File: src/rtl/fifo_readout_seq.sv
// Event readout sequencer: drains NCH first-word-fall-through channel FIFOs
// over a shared bus, lowest channel first, then emits a word-count trailer.
// Ports: CLKDDU/RST clock and sync reset; START/DAVMASK/KILL event request;
//   HALT downstream backpressure; FFOR_B/DATAIN FIFO side;
//   RENFIFO_B/OEFIFO_B FIFO strobes; DOUT/DVALID output words;
//   BUSY/DONE event status; TMO_ERR per-channel timeout flags.
module fifo_readout_seq #(
  parameter int NCH = 7,
  parameter int DW  = 18,
  parameter int TMO = 255
) (
  input  logic           CLKDDU,
  input  logic           RST,
  input  logic           START,
  input  logic [NCH-1:0] DAVMASK,
  input  logic [NCH-1:0] KILL,
  input  logic           HALT,
  input  logic [NCH-1:0] FFOR_B,
  input  logic [DW-1:0]  DATAIN,
  output logic [NCH-1:0] RENFIFO_B,
  output logic [NCH-1:0] OEFIFO_B,
  output logic [15:0]    DOUT,
  output logic           DVALID,
  output logic           BUSY,
  output logic           DONE,
  output logic [NCH-1:0] TMO_ERR
);

  localparam int CW = (NCH > 1) ? $clog2(NCH) : 1;
  localparam int TW = (TMO > 0) ? $clog2(TMO + 1) : 1;

  typedef enum logic [2:0] {
    ST_IDLE,
    ST_SELECT,
    ST_ENABLE,
    ST_READ,
    ST_GAP,
    ST_TRAILER,
    ST_DONE
  } state_t;

  state_t         state_q, state_d;
  logic [NCH-1:0] pend_q, pend_d;
  logic [CW-1:0]  ch_q, ch_d;
  logic [TW-1:0]  tcnt_q, tcnt_d;
  logic [TW-1:0]  tcnt_inc;
  logic [11:0]    wcnt_q, wcnt_d;
  logic [NCH-1:0] tmo_err_q, tmo_err_d;
  logic [NCH-1:0] oe_q, oe_d;
  logic [15:0]    dout_q, dout_d;
  logic           dvalid_q, dvalid_d;
  logic           busy_q, busy_d;
  logic           done_q, done_d;
  logic           consume;
  logic [NCH-1:0] ren_b;

  if (DW > 17) begin : g_hi
    logic unused_hi;
    assign unused_hi = ^DATAIN[DW-2:16];
  end

  // Read strobe is combinational so a word is taken the same cycle
  // the FIFO shows it and downstream is ready.
  assign consume = (state_q == ST_READ) & ~FFOR_B[ch_q] & ~HALT;

  always_comb begin
    ren_b = '1;
    if (consume) ren_b[ch_q] = 1'b0;
  end

  assign tcnt_inc = tcnt_q + TW'(1);

  always_comb begin
    state_d   = state_q;
    pend_d    = pend_q;
    ch_d      = ch_q;
    tcnt_d    = tcnt_q;
    wcnt_d    = wcnt_q;
    tmo_err_d = tmo_err_q;
    dout_d    = dout_q;
    dvalid_d  = 1'b0;
    unique case (state_q)
      ST_IDLE: begin
        if (START) begin
          pend_d    = DAVMASK & ~KILL;
          tmo_err_d = '0;
          wcnt_d    = '0;
          state_d   = ST_SELECT;
        end
      end
      ST_SELECT: begin
        for (int i = NCH - 1; i >= 0; i--) begin
          if (pend_q[i]) ch_d = CW'(i);
        end
        state_d = (|pend_q) ? ST_ENABLE : ST_TRAILER;
      end
      ST_ENABLE: begin
        tcnt_d  = '0;
        state_d = ST_READ;
      end
      ST_READ: begin
        if (consume) begin
          dout_d   = DATAIN[15:0];
          dvalid_d = 1'b1;
          tcnt_d   = '0;
          if (wcnt_q != 12'hFFF) wcnt_d = wcnt_q + 12'd1;
          if (DATAIN[DW-1]) begin
            pend_d[ch_q] = 1'b0;
            state_d      = ST_GAP;
          end
        end else if (!HALT) begin
          // Idle READ cycle: the TMO-th one abandons the channel.
          tcnt_d = tcnt_inc;
          if (tcnt_inc == TW'(TMO)) begin
            tmo_err_d[ch_q] = 1'b1;
            pend_d[ch_q]    = 1'b0;
            state_d         = ST_GAP;
          end
        end
      end
      ST_GAP: begin
        state_d = ST_SELECT;
      end
      ST_TRAILER: begin
        dout_d   = {4'hE, wcnt_q};
        dvalid_d = 1'b1;
        state_d  = ST_DONE;
      end
      ST_DONE: begin
        state_d = ST_IDLE;
      end
      default: begin
        state_d = ST_IDLE;
      end
    endcase

    // Output enable tracks the next state so it is a clean flop output.
    oe_d = '1;
    if (state_d == ST_ENABLE || state_d == ST_READ) oe_d[ch_d] = 1'b0;
    busy_d = (state_d != ST_IDLE);
    done_d = (state_d == ST_DONE);
  end

  always_ff @(posedge CLKDDU) begin
    if (RST) begin
      state_q   <= ST_IDLE;
      pend_q    <= '0;
      ch_q      <= '0;
      tcnt_q    <= '0;
      wcnt_q    <= '0;
      tmo_err_q <= '0;
      oe_q      <= '1;
      dout_q    <= '0;
      dvalid_q  <= 1'b0;
      busy_q    <= 1'b0;
      done_q    <= 1'b0;
    end else begin
      state_q   <= state_d;
      pend_q    <= pend_d;
      ch_q      <= ch_d;
      tcnt_q    <= tcnt_d;
      wcnt_q    <= wcnt_d;
      tmo_err_q <= tmo_err_d;
      oe_q      <= oe_d;
      dout_q    <= dout_d;
      dvalid_q  <= dvalid_d;
      busy_q    <= busy_d;
      done_q    <= done_d;
    end
  end

  assign RENFIFO_B = ren_b;
  assign OEFIFO_B  = oe_q;
  assign DOUT      = dout_q;
  assign DVALID    = dvalid_q;
  assign BUSY      = busy_q;
  assign DONE      = done_q;
  assign TMO_ERR   = tmo_err_q;

endmodule

File: config.mk
export PLATFORM = sky130hd
export DESIGN_NAME = fifo_readout_seq
export DESIGN_NICKNAME = d
export VERILOG_FILES = /design/src/rtl/fifo_readout_seq.sv
export SDC_FILE = /design/constraint.sdc
export NUM_CORES = 1
export LEC_CHECK = 0
export CAP_MARGIN = 40
export CORE_MARGIN = 2
export CORE_UTILIZATION = 32
export DETAILED_ROUTE_END_ITERATION = 8
export PLACE_DENSITY = 0.61
export REMOVE_ABC_BUFFERS = 1
export SYNTH_ARGS = -nofsm -noshare
export SYNTH_HDL_FRONTEND = slang
export SYNTH_SLANG_ARGS = --single-unit
File: constraint.sdc
create_clock -name CLKDDU -period 2 [get_ports CLKDDU]
set_clock_uncertainty 0.05 [all_clocks]
set_input_delay 0.4 -clock CLKDDU [delete_from_list [all_inputs] [get_ports CLKDDU]]
set_output_delay 0.4 -clock CLKDDU [all_outputs]
set_load 0.01 [all_outputs]
# == Word-level counts from Yosys, hierarchy flattened ==
# Cells that the tools add are included.
# op_classes
n_bitwise,11
order_cmp,4
n_reduce_logical,15
add_sub_neg,2
n_eq_ne,19
mux,44
# ops
operator,count
two-way mux 7 bit,10
two-way mux 3 bit,14
two-way mux 12 bit,3
one-hot mux 16 bit (2 select lines),1
one-hot mux 7 bit (2 select lines),2
one-hot mux 12 bit (2 select lines),1
NOT 7 bit,3
one-hot mux 3 bit (6 select lines),1
two-way mux 16 bit,1
two-way mux 8 bit,2
one-hot mux 8 bit (2 select lines),1
bitwise AND 7 bit,2
"adder 12 x 1 -> 12 bit, second input constant",1
"equality test 3 x 2 -> 1 bit, second input constant",4
"inequality test 12 bit, second input constant",1
AND reduction 5 bit,2
"equality test 3 bit, second input constant",3
"adder 8 x 1 -> 8 bit, second input constant",1
"equality test 8 bit, second input constant",1
"< comparator 3 x 4 -> 1 bit, second input constant",2
"inequality test 2 bit, second input constant",4
bitwise OR 7 bit,1
OR reduction 7 bit,1
demux 1 bit (select 3 bit),2
18 further kinds,31
# totals
register_bits,66

# == Logic depth before layout (Yosys ltp) ==
# Gate-level depths: netlist (run 1).
# depth
ltp_word,13
mapped_depth,9
ltp_nobuf,8

# == Worst setup path before layout (run 1) ==
# No wires, ideal clock.
# synth_path
path_kind,reg-to-output
start,reg ch_q[1]
end,out RENFIFO_B[6]
t_arrival_ps,1765
path_stages_with_launch,7
slack_ps,-215
required_time_ps,1550
cell_sequence,dfxtp_1 > buf_6 > mux2_1 > mux4_2 > nor2_4 > buf_2 > nand2_1
# synth_via
elab_chain_cells,6
# synth_rtl
element,line,text
from (decl),44,"logic [CW-1:0] ch_q, ch_d;"
from (signal assigned),160,ch_q <= ch_d;
< comparator 3 x 4 -> 1 bit (implied by the code) (tied with other cells),68,if (consume) ren_b[ch_q] = 1'b0;
logical AND 1 bit (implied by the code) / two-way mux 1 bit (equally long branches),"68, 64",
two-way mux 1 bit (implied by the code) / NOT 1 bit (equally long branches),"68, 64",
demux 1 bit (select 3 bit) / bitwise AND 1 bit (equally long branches),"68, 64",
NOT 7 bit (no source line) / bitwise AND 1 bit (equally long branches),--,
two-way mux 7 bit *,68,
to (decl),20,"output logic [NCH-1:0] RENFIFO_B,"
# Every way passes the cells marked *; elsewhere a longest branch is shown, timed or not. The select of a mux whose other input is x is not followed.

# == Worst setup path in the final report (run 1) ==
# layout_path
start,reg ch_q[1]
end,out RENFIFO_B[2]
# Same word-level chain as after synthesis.

==> impl_metrics.xml, run 1 <==
<?xml version="1.0" encoding="UTF-8"?>
<metrics>
  <group name="outcome">
    <metric name="status" unit="">finished, violations left</metric>
    <metric name="violations" unit="">negative setup slack</metric>
  </group>
  <group name="placement">
    <metric name="dp_slack" unit="ns">-0.926</metric>
    <metric name="place.gp.congestion" unit="">0.905</metric>
    <metric name="postPlaceCellArea" unit="sq um">4520</metric>
    <metric name="place.detailed.hpwl" unit="um">6770</metric>
    <metric name="io_buffers" unit="">81</metric>
  </group>
  <group name="critical_path">
    <metric name="path_class" unit="">flop to primary output</metric>
    <metric name="cp_startpoint_kind" unit="">flop</metric>
    <metric name="type_of_element_capturing_the_critical_path" unit="">primary output</metric>
    <metric name="worst-path-max-fanout" unit="">5</metric>
    <metric name="worst_r2r_src" unit="">ch_q[1]</metric>
    <metric name="worstPathRequired" unit="ns">1.55</metric>
    <metric name="worst_setup_path_startpoint" unit="">ch_q[1]</metric>
    <metric name="arrival" unit="ns">2.05</metric>
  </group>
  <group name="grt">
    <metric name="grt_overflow" unit="">0</metric>
    <metric name="antenna_found_initial" unit="">0</metric>
    <metric name="first_global_vias" unit="">3331</metric>
    <metric name="global_route_wire_length_before_repair" unit="um">15200</metric>
    <metric name="grt_start_max_net_pins" unit="">29</metric>
    <metric name="grt_usage" unit="">0.182</metric>
  </group>
  <group name="synth">
    <metric name="yosys.area.top_type_share" unit="">0.417</metric>
    <metric name="synth.ff_latch_count" unit="">66</metric>
    <metric name="synthCells" unit="">381</metric>
    <metric name="synth_flop_cell" unit="">sky130_fd_sc_hd__dfxtp_1</metric>
    <metric name="syn-mean-instance-area" unit="sq um">8.31</metric>
    <metric name="synth.yosys.warnings" unit="">0</metric>
    <metric name="syn_area" unit="sq um">3170</metric>
    <metric name="synth_seq_area_share" unit="">0.417</metric>
    <metric name="yosysTopAreaCell" unit="">sky130_fd_sc_hd__dfxtp_1</metric>
    <metric name="synth-edff-count" unit="">0</metric>
    <metric name="ys_types" unit="">59</metric>
    <metric name="synth-async-reset-ratio" unit="">0</metric>
    <metric name="synth.area.top_cells" unit="">sky130_fd_sc_hd__dfxtp_1 (42%), sky130_fd_sc_hd__nand2_1 (7.9%), sky130_fd_sc_hd__nor2_1 (6.2%)</metric>
  </group>
  <group name="cts">
    <metric name="buffers_from_clock_root_to_sink_at_most" unit="">2</metric>
    <metric name="hold_buffers" unit="">0</metric>
    <metric name="cts_buffers" unit="">9</metric>
    <metric name="tritoncts" unit="">done</metric>
    <metric name="cts.reportedPaths.clkPinSlew" unit="ns">0.08</metric>
    <metric name="clockRootBuffer" unit="">sky130_fd_sc_hd__clkbuf_8</metric>
    <metric name="cts_num_sinks" unit="">66</metric>
    <metric name="cts_htree_levels" unit="">3</metric>
    <metric name="clk_latency" unit="ns">0.35</metric>
  </group>
  <group name="drt">
    <metric name="wl_per_cell" unit="um">14.6</metric>
    <metric name="initialDrtViolationCount" unit="">99</metric>
    <metric name="drc" unit="">0</metric>
    <metric name="num_vias" unit="">3257</metric>
    <metric name="detail-route-antenna-nets" unit="">0</metric>
    <metric name="wirelength" unit="um">9690</metric>
    <metric name="detailedRoute.firstPassIterationCount" unit="">4</metric>
    <metric name="avgViaCountPerCell" unit="">4.91</metric>
  </group>
  <group name="cells_and_area">
    <metric name="area_growth_synth_to_finish" unit="%">60.5</metric>
    <metric name="final_net_count" unit="">572</metric>
    <metric name="layout_commonest_cell" unit="">sky130_fd_sc_hd__clkdlybuf4s50_1</metric>
    <metric name="final_util" unit="">0.525</metric>
    <metric name="antennaDiodeCount" unit="">0</metric>
    <metric name="layout_common_cells" unit="">sky130_fd_sc_hd__clkdlybuf4s50_1 (69), sky130_fd_sc_hd__dfxtp_1 (63), sky130_fd_sc_hd__buf_4 (62)</metric>
    <metric name="fillerInstances" unit="">898</metric>
    <metric name="drive_above_1_share" unit="">0.286</metric>
    <metric name="final_design_area_no_fill" unit="sq um">5080</metric>
  </group>
  <group name="sta">
    <metric name="final.period_utilization" unit="">1.25</metric>
    <metric name="tightestPinTransition" unit="ns">0.574</metric>
    <metric name="rsz_0062_raised_after_global_routing" unit="">true</metric>
    <metric name="finalWorstPathRequiredPeriod" unit="ns">2.50</metric>
    <metric name="setup_ws" unit="ns">-0.500</metric>
    <metric name="timing.max_slew.rel_slack" unit="">0.616</metric>
    <metric name="finalSetupViolCount" unit="">66</metric>
    <metric name="maxSlewViolCount" unit="">0</metric>
    <metric name="fmaxAchievable" unit="GHz">0.400</metric>
    <metric name="finalHoldViolations" unit="">0</metric>
  </group>
  <group name="hold_path">
    <metric name="min_from" unit="">DOUT[11]</metric>
    <metric name="timing.hold.worst.class" unit="">flop to flop</metric>
  </group>
  <group name="pwr">
    <metric name="worst_ir_drop_vdd" unit="V">0.000399</metric>
    <metric name="cellLeakagePower" unit="uW">0.00194</metric>
    <metric name="powerDensity" unit="nW/um^2">850</metric>
  </group>
  <group name="floorplan">
    <metric name="boundaryPins" unit="">83</metric>
    <metric name="die_w" unit="um">103</metric>
    <metric name="floorplan.initialDensity" unit="">0.327</metric>
    <metric name="floorplan.core_area" unit="sq um">9680</metric>
    <metric name="placementRows" unit="">36</metric>
    <metric name="die_area" unit="sq um">10700</metric>
    <metric name="die_h" unit="um">103</metric>
  </group>
  <group name="run">
    <metric name="cap_violations" unit="">0</metric>
  </group>
</metrics>
cells in the mapped netlist, types with 2 or more instances:
cell and number:
sky130_fd_sc_hd__mux4_2 2, sky130_fd_sc_hd__or3_1 2, sky130_fd_sc_hd__xor2_1 12, sky130_fd_sc_hd__nand3b_1 12, sky130_fd_sc_hd__inv_1 6, sky130_fd_sc_hd__nor4b_1 2
sky130_fd_sc_hd__nand3_1 18, sky130_fd_sc_hd__and3_1 5, sky130_fd_sc_hd__nor2_1 52, sky130_fd_sc_hd__nand2_1 67, sky130_fd_sc_hd__a311oi_1 12, sky130_fd_sc_hd__o22ai_1 2
sky130_fd_sc_hd__or2_2 6, sky130_fd_sc_hd__a21oi_1 10, sky130_fd_sc_hd__buf_2 4, sky130_fd_sc_hd__o21ai_0 9, sky130_fd_sc_hd__a31oi_1 3, sky130_fd_sc_hd__a22o_1 7
sky130_fd_sc_hd__and2_1 3, sky130_fd_sc_hd__o311ai_1 2, sky130_fd_sc_hd__nand2b_1 3, sky130_fd_sc_hd__nand4_1 5, sky130_fd_sc_hd__clkbuf_1 12, sky130_fd_sc_hd__nor2b_1 4
sky130_fd_sc_hd__and4_1 2, sky130_fd_sc_hd__nor3_1 11, sky130_fd_sc_hd__dfxtp_1 66, sky130_fd_sc_hd__ha_1 3, sky130_fd_sc_hd__nor3b_1 5, sky130_fd_sc_hd__mux2i_1 3
sky130_fd_sc_hd__buf_4 2, sky130_fd_sc_hd__mux2_1 2
final timing paths:
kind                                     end  slack (ns)  cells after the start
worst min-delay path                DOUT[11]        0.43                      2
worst max-delay path            RENFIFO_B[2]       -0.50                      6
worst min register to register      DOUT[11]        0.43                      2
worst max register to register   OEFIFO_B[0]       -0.44                     10
where the power goes:
group | internal (uW) | switching, uW | leakage, uW
clock | 573 | 559 | 0.0000990
combinational | 798 | 859 | 0.00131
sequential | 1450 | 85.4 | 0.000536
routing by layer:
layer  track usage  part of all wire
met1         0.218              0.44
met2         0.320              0.49
met3        0.0376             0.055
met4        0.0678             0.012
met5             0                 0
worst max-delay path, cell delays in order, from the launching register on:
cell and delay (ns):
sky130_fd_sc_hd__dfxtp_4 0.37, sky130_fd_sc_hd__mux2_4 0.30, sky130_fd_sc_hd__mux4_2 0.51, sky130_fd_sc_hd__nor2_4 0.19
sky130_fd_sc_hd__buf_6 0.15, sky130_fd_sc_hd__nand2_2 0.05, sky130_fd_sc_hd__buf_6 0.13
stage by stage:
step	std cells	hold slack [ns]	power, uW	setup TNS (ns)
after floorplan	362	0.419	2300	-12.61
after global placement	637	0.417	3020	-37.91
after detailed placement	637	0.420	3030	-41.27
after CTS	661	0.433	4290	-16.43
after global routing	664	0.454	4560	-23.10
final	664	0.433	4320	-16.83
final cells by class:
cell class	instances	area, sq um	area share
well taps	133	166	0.0328
flip-flops and latches	66	1330	0.262
clock buffers	9	124	0.0244
multi-input cells	291	1980	0.390
repair buffers	152	1380	0.272
inverters	6	25.0	0.00492
clock inverters	7	70.1	0.0138
flip-flops by register name, summed over array words and instances, names as in the netlist, 3 cells and up:
signal and flops:
DOUT 16, wcnt_q 12, TMO_ERR 7, tcnt_q 8, OEFIFO_B 7, ch_q 3
pend_q 7, state_q 3
cell families after synthesis:
| group | after synthesis | synth area share |
|---|---|---|
| muxes | 7 | 0.0308 |
| adders and majority gates | 3 | 0.0119 |
| buffers and inverters | 25 | 0.0360 |
| AOI/OAI and AO/OA | 60 | 0.146 |
| xor gates and xnor gates | 13 | 0.0360 |
| and+or+nand+nor | 207 | 0.322 |
| DFF | 66 | 0.417 |
timing repair:
item | 4_1_cts | 5_1_grt
gates cloned | 1 | 1
buffers inserted | 8 | 2
setup endpoints to repair | 65 | 67
endpoints found under the hold margin | 0 | 0
pin swaps | 20 | 10
resized for setup | 90 | 13
Note: power is estimated with default switching activity, not from simulation.
==> run 2, diff against run 1 <==
Settings changed: SLEW_MARGIN set to 20.
==> results of run 2 <==
No change in the layout: final DEF, timing and power equal those of run 1.
==> run 3, diff against run 2 <==
Settings changed: CORE_UTILIZATION 32 to 50, PLACE_DENSITY 0.61 to 0.84.
Clock period 2 ns to 3.2 ns, I/O delays scaled along.
==> impl_metrics.xml, run 3 (synthesis gave the netlist of run 1 again) <==
<?xml version="1.0" encoding="UTF-8"?>
<metrics>
  <group name="sta">
    <metric name="final.period_utilization" unit="">0.989</metric>
    <metric name="finalWorstPathRequiredPeriod" unit="ns">3.16</metric>
    <metric name="tightestPinTransition" unit="ns">0.522</metric>
    <metric name="maxSlewViolCount" unit="">0</metric>
    <metric name="fmaxAchievable" unit="GHz">0.316</metric>
    <metric name="rsz_0062_raised_after_global_routing" unit="">false</metric>
    <metric name="timing.max_slew.rel_slack" unit="">0.647</metric>
    <metric name="finalSetupViolCount" unit="">0</metric>
    <metric name="finalHoldViolations" unit="">0</metric>
  </group>
  <group name="grt">
    <metric name="global_route_wire_length_before_repair" unit="um">13500</metric>
    <metric name="grt_start_max_net_pins" unit="">29</metric>
    <metric name="grt_usage" unit="">0.233</metric>
    <metric name="antenna_found_initial" unit="">0</metric>
    <metric name="first_global_vias" unit="">2956</metric>
    <metric name="grt_overflow" unit="">0</metric>
  </group>
  <group name="placement">
    <metric name="place.gp.congestion" unit="">0.857</metric>
    <metric name="place.detailed.hpwl" unit="um">5800</metric>
    <metric name="io_buffers" unit="">81</metric>
    <metric name="postPlaceCellArea" unit="sq um">4030</metric>
    <metric name="placed_cells" unit="">525</metric>
  </group>
  <group name="cells_and_area">
    <metric name="fillerInstances" unit="">455</metric>
    <metric name="drive_above_1_share" unit="">0.104</metric>
    <metric name="final_net_count" unit="">511</metric>
    <metric name="final_design_area_no_fill" unit="sq um">4290</metric>
    <metric name="layout_commonest_cell" unit="">sky130_fd_sc_hd__clkdlybuf4s50_1</metric>
    <metric name="area_growth_synth_to_finish" unit="%">35.5</metric>
    <metric name="fin_cells" unit="">545</metric>
    <metric name="layout_common_cells" unit="">sky130_fd_sc_hd__clkdlybuf4s50_1 (74), sky130_fd_sc_hd__nand2_1 (67), sky130_fd_sc_hd__dfxtp_1 (66)</metric>
    <metric name="number_of_flip_flops_in_the_largest_register" unit="">16</metric>
    <metric name="antennaDiodeCount" unit="">0</metric>
    <metric name="final_util" unit="">0.712</metric>
  </group>
  <group name="floorplan">
    <metric name="floorplan.initialDensity" unit="">0.525</metric>
    <metric name="die_w" unit="um">83.6</metric>
    <metric name="die_area" unit="sq um">6980</metric>
    <metric name="placementRows" unit="">28</metric>
    <metric name="boundaryPins" unit="">83</metric>
    <metric name="die_h" unit="um">83.6</metric>
    <metric name="floorplan.core_area" unit="sq um">6030</metric>
  </group>
  <group name="drt">
    <metric name="initialDrtViolationCount" unit="">162</metric>
    <metric name="num_vias" unit="">3033</metric>
    <metric name="wirelength" unit="um">8010</metric>
    <metric name="wl_per_cell" unit="um">14.7</metric>
    <metric name="avgViaCountPerCell" unit="">5.57</metric>
    <metric name="detail-route-antenna-nets" unit="">0</metric>
    <metric name="drc" unit="">0</metric>
    <metric name="detailedRoute.firstPassIterationCount" unit="">4</metric>
  </group>
  <group name="cts">
    <metric name="hold_buffers" unit="">0</metric>
    <metric name="cts.reportedPaths.clkPinSlew" unit="ns">0.07</metric>
    <metric name="cts_htree_levels" unit="">3</metric>
    <metric name="cts_num_sinks" unit="">66</metric>
    <metric name="buffers_from_clock_root_to_sink_at_most" unit="">2</metric>
    <metric name="clk_latency" unit="ns">0.35</metric>
    <metric name="tritoncts" unit="">done</metric>
    <metric name="clockRootBuffer" unit="">sky130_fd_sc_hd__clkbuf_8</metric>
    <metric name="cts_buffers" unit="">9</metric>
  </group>
  <group name="hold_path">
    <metric name="timing.hold.worst.class" unit="">flop to flop</metric>
  </group>
  <group name="run">
    <metric name="cap_violations" unit="">0</metric>
  </group>
  <group name="pwr">
    <metric name="powerDensity" unit="nW/um^2">603</metric>
    <metric name="power" unit="uW">2590</metric>
    <metric name="cellLeakagePower" unit="uW">0.00157</metric>
    <metric name="worst_ir_drop_vdd" unit="V">0.000575</metric>
  </group>
  <group name="critical_path">
    <metric name="cp_startpoint_kind" unit="">primary input</metric>
    <metric name="worstPathRequired" unit="ns">2.51</metric>
    <metric name="path_class" unit="">primary input to primary output</metric>
    <metric name="worst-path-max-fanout" unit="">5</metric>
    <metric name="arrival" unit="ns">2.47</metric>
    <metric name="type_of_element_capturing_the_critical_path" unit="">primary output</metric>
  </group>
  <group name="outcome">
    <metric name="status" unit="">finished, final reports clean</metric>
  </group>
</metrics>
[run 3: cell count changes in the layout (fill, tap and decap cells not counted), moves of 3 or more]
cell / change
sky130_fd_sc_hd__clkdlybuf4s50_1: +5
sky130_fd_sc_hd__clkbuf_2: +4
sky130_fd_sc_hd__clkinv_2: -3
sky130_fd_sc_hd__o21ai_0: +5
sky130_fd_sc_hd__dfxtp_1: +3
sky130_fd_sc_hd__nand2_2: -7
sky130_fd_sc_hd__nand3_2: -7
sky130_fd_sc_hd__buf_2: -3
sky130_fd_sc_hd__buf_4: -52
sky130_fd_sc_hd__dlygate4sd2_1: -3
sky130_fd_sc_hd__buf_6: -11
sky130_fd_sc_hd__nand2_1: +9
sky130_fd_sc_hd__nand3_1: +7
sky130_fd_sc_hd__o21ai_1: -4
[run 3: layout make-up]
type / instances / area [sq um] / area share
tap: 75 / 93.8 / 0.0219
clock buffer: 10 / 128 / 0.0298
inverter: 6 / 22.5 / 0.00525
timing repair buffer: 92 / 878 / 0.205
multi-input combinational: 290 / 1730 / 0.404
clock inverter: 6 / 114 / 0.0266
sequential: 66 / 1320 / 0.308
[run 3: critical path, stage by stage]
cell,delay (ns)
sky130_fd_sc_hd__clkdlybuf4s50_1,0.42
sky130_fd_sc_hd__mux2_1,0.31
sky130_fd_sc_hd__mux4_2,0.51
sky130_fd_sc_hd__nor2_4,0.18
sky130_fd_sc_hd__buf_4,0.13
sky130_fd_sc_hd__nand2_1,0.04
sky130_fd_sc_hd__clkdlybuf4s15_1,0.24
[run 3: metrics by stage]
stage / setup WS, ns / hold WS [ns] / setup TNS (ns)
floorplan: 0.516 / 0.427 / 0
global placement: -0.145 / 0.412 / -0.975
detailed placement: -0.164 / 0.419 / -1.05
CTS: 0.00760 / 0.436 / 0
global route: 0.000396 / 0.455 / 0
finish: 0.0364 / 0.434 / 0
[run 3: report_power, final]
| group | switching [uW] | internal [uW] |
|---|---|---|
| combinational | 403 | 334 |
| clock | 334 | 520 |
| sequential | 91.4 | 904 |
[run 3: path summary, 6_finish.rpt]
path	start	end	slack [ns]	depth (start not counted)
setup / recovery	FFOR_B[2]	RENFIFO_B[1]	0.04	7
setup reg to reg	ch_q[1]	OEFIFO_B[0]	0.53	9
hold / removal	DOUT[3]	DOUT[3]	0.43	2
hold reg to reg	DOUT[3]	DOUT[3]	0.43	2
[run 3: metal layers]
metal / routed length (um) / share of wire / track usage
met1: 3510 / 0.44 / 0.279
met2: 3910 / 0.49 / 0.399
met3: 455 / 0.057 / 0.0613
met4: 137 / 0.017 / 0.0909
met5: 0 / 0 / 0
[run 3: what timing repair did]
action,CTS,global route
buffers inserted,3,0
setup endpoints to repair,7,4
gates resized for setup,8,8
gates cloned,0,0
pin swaps,1,1
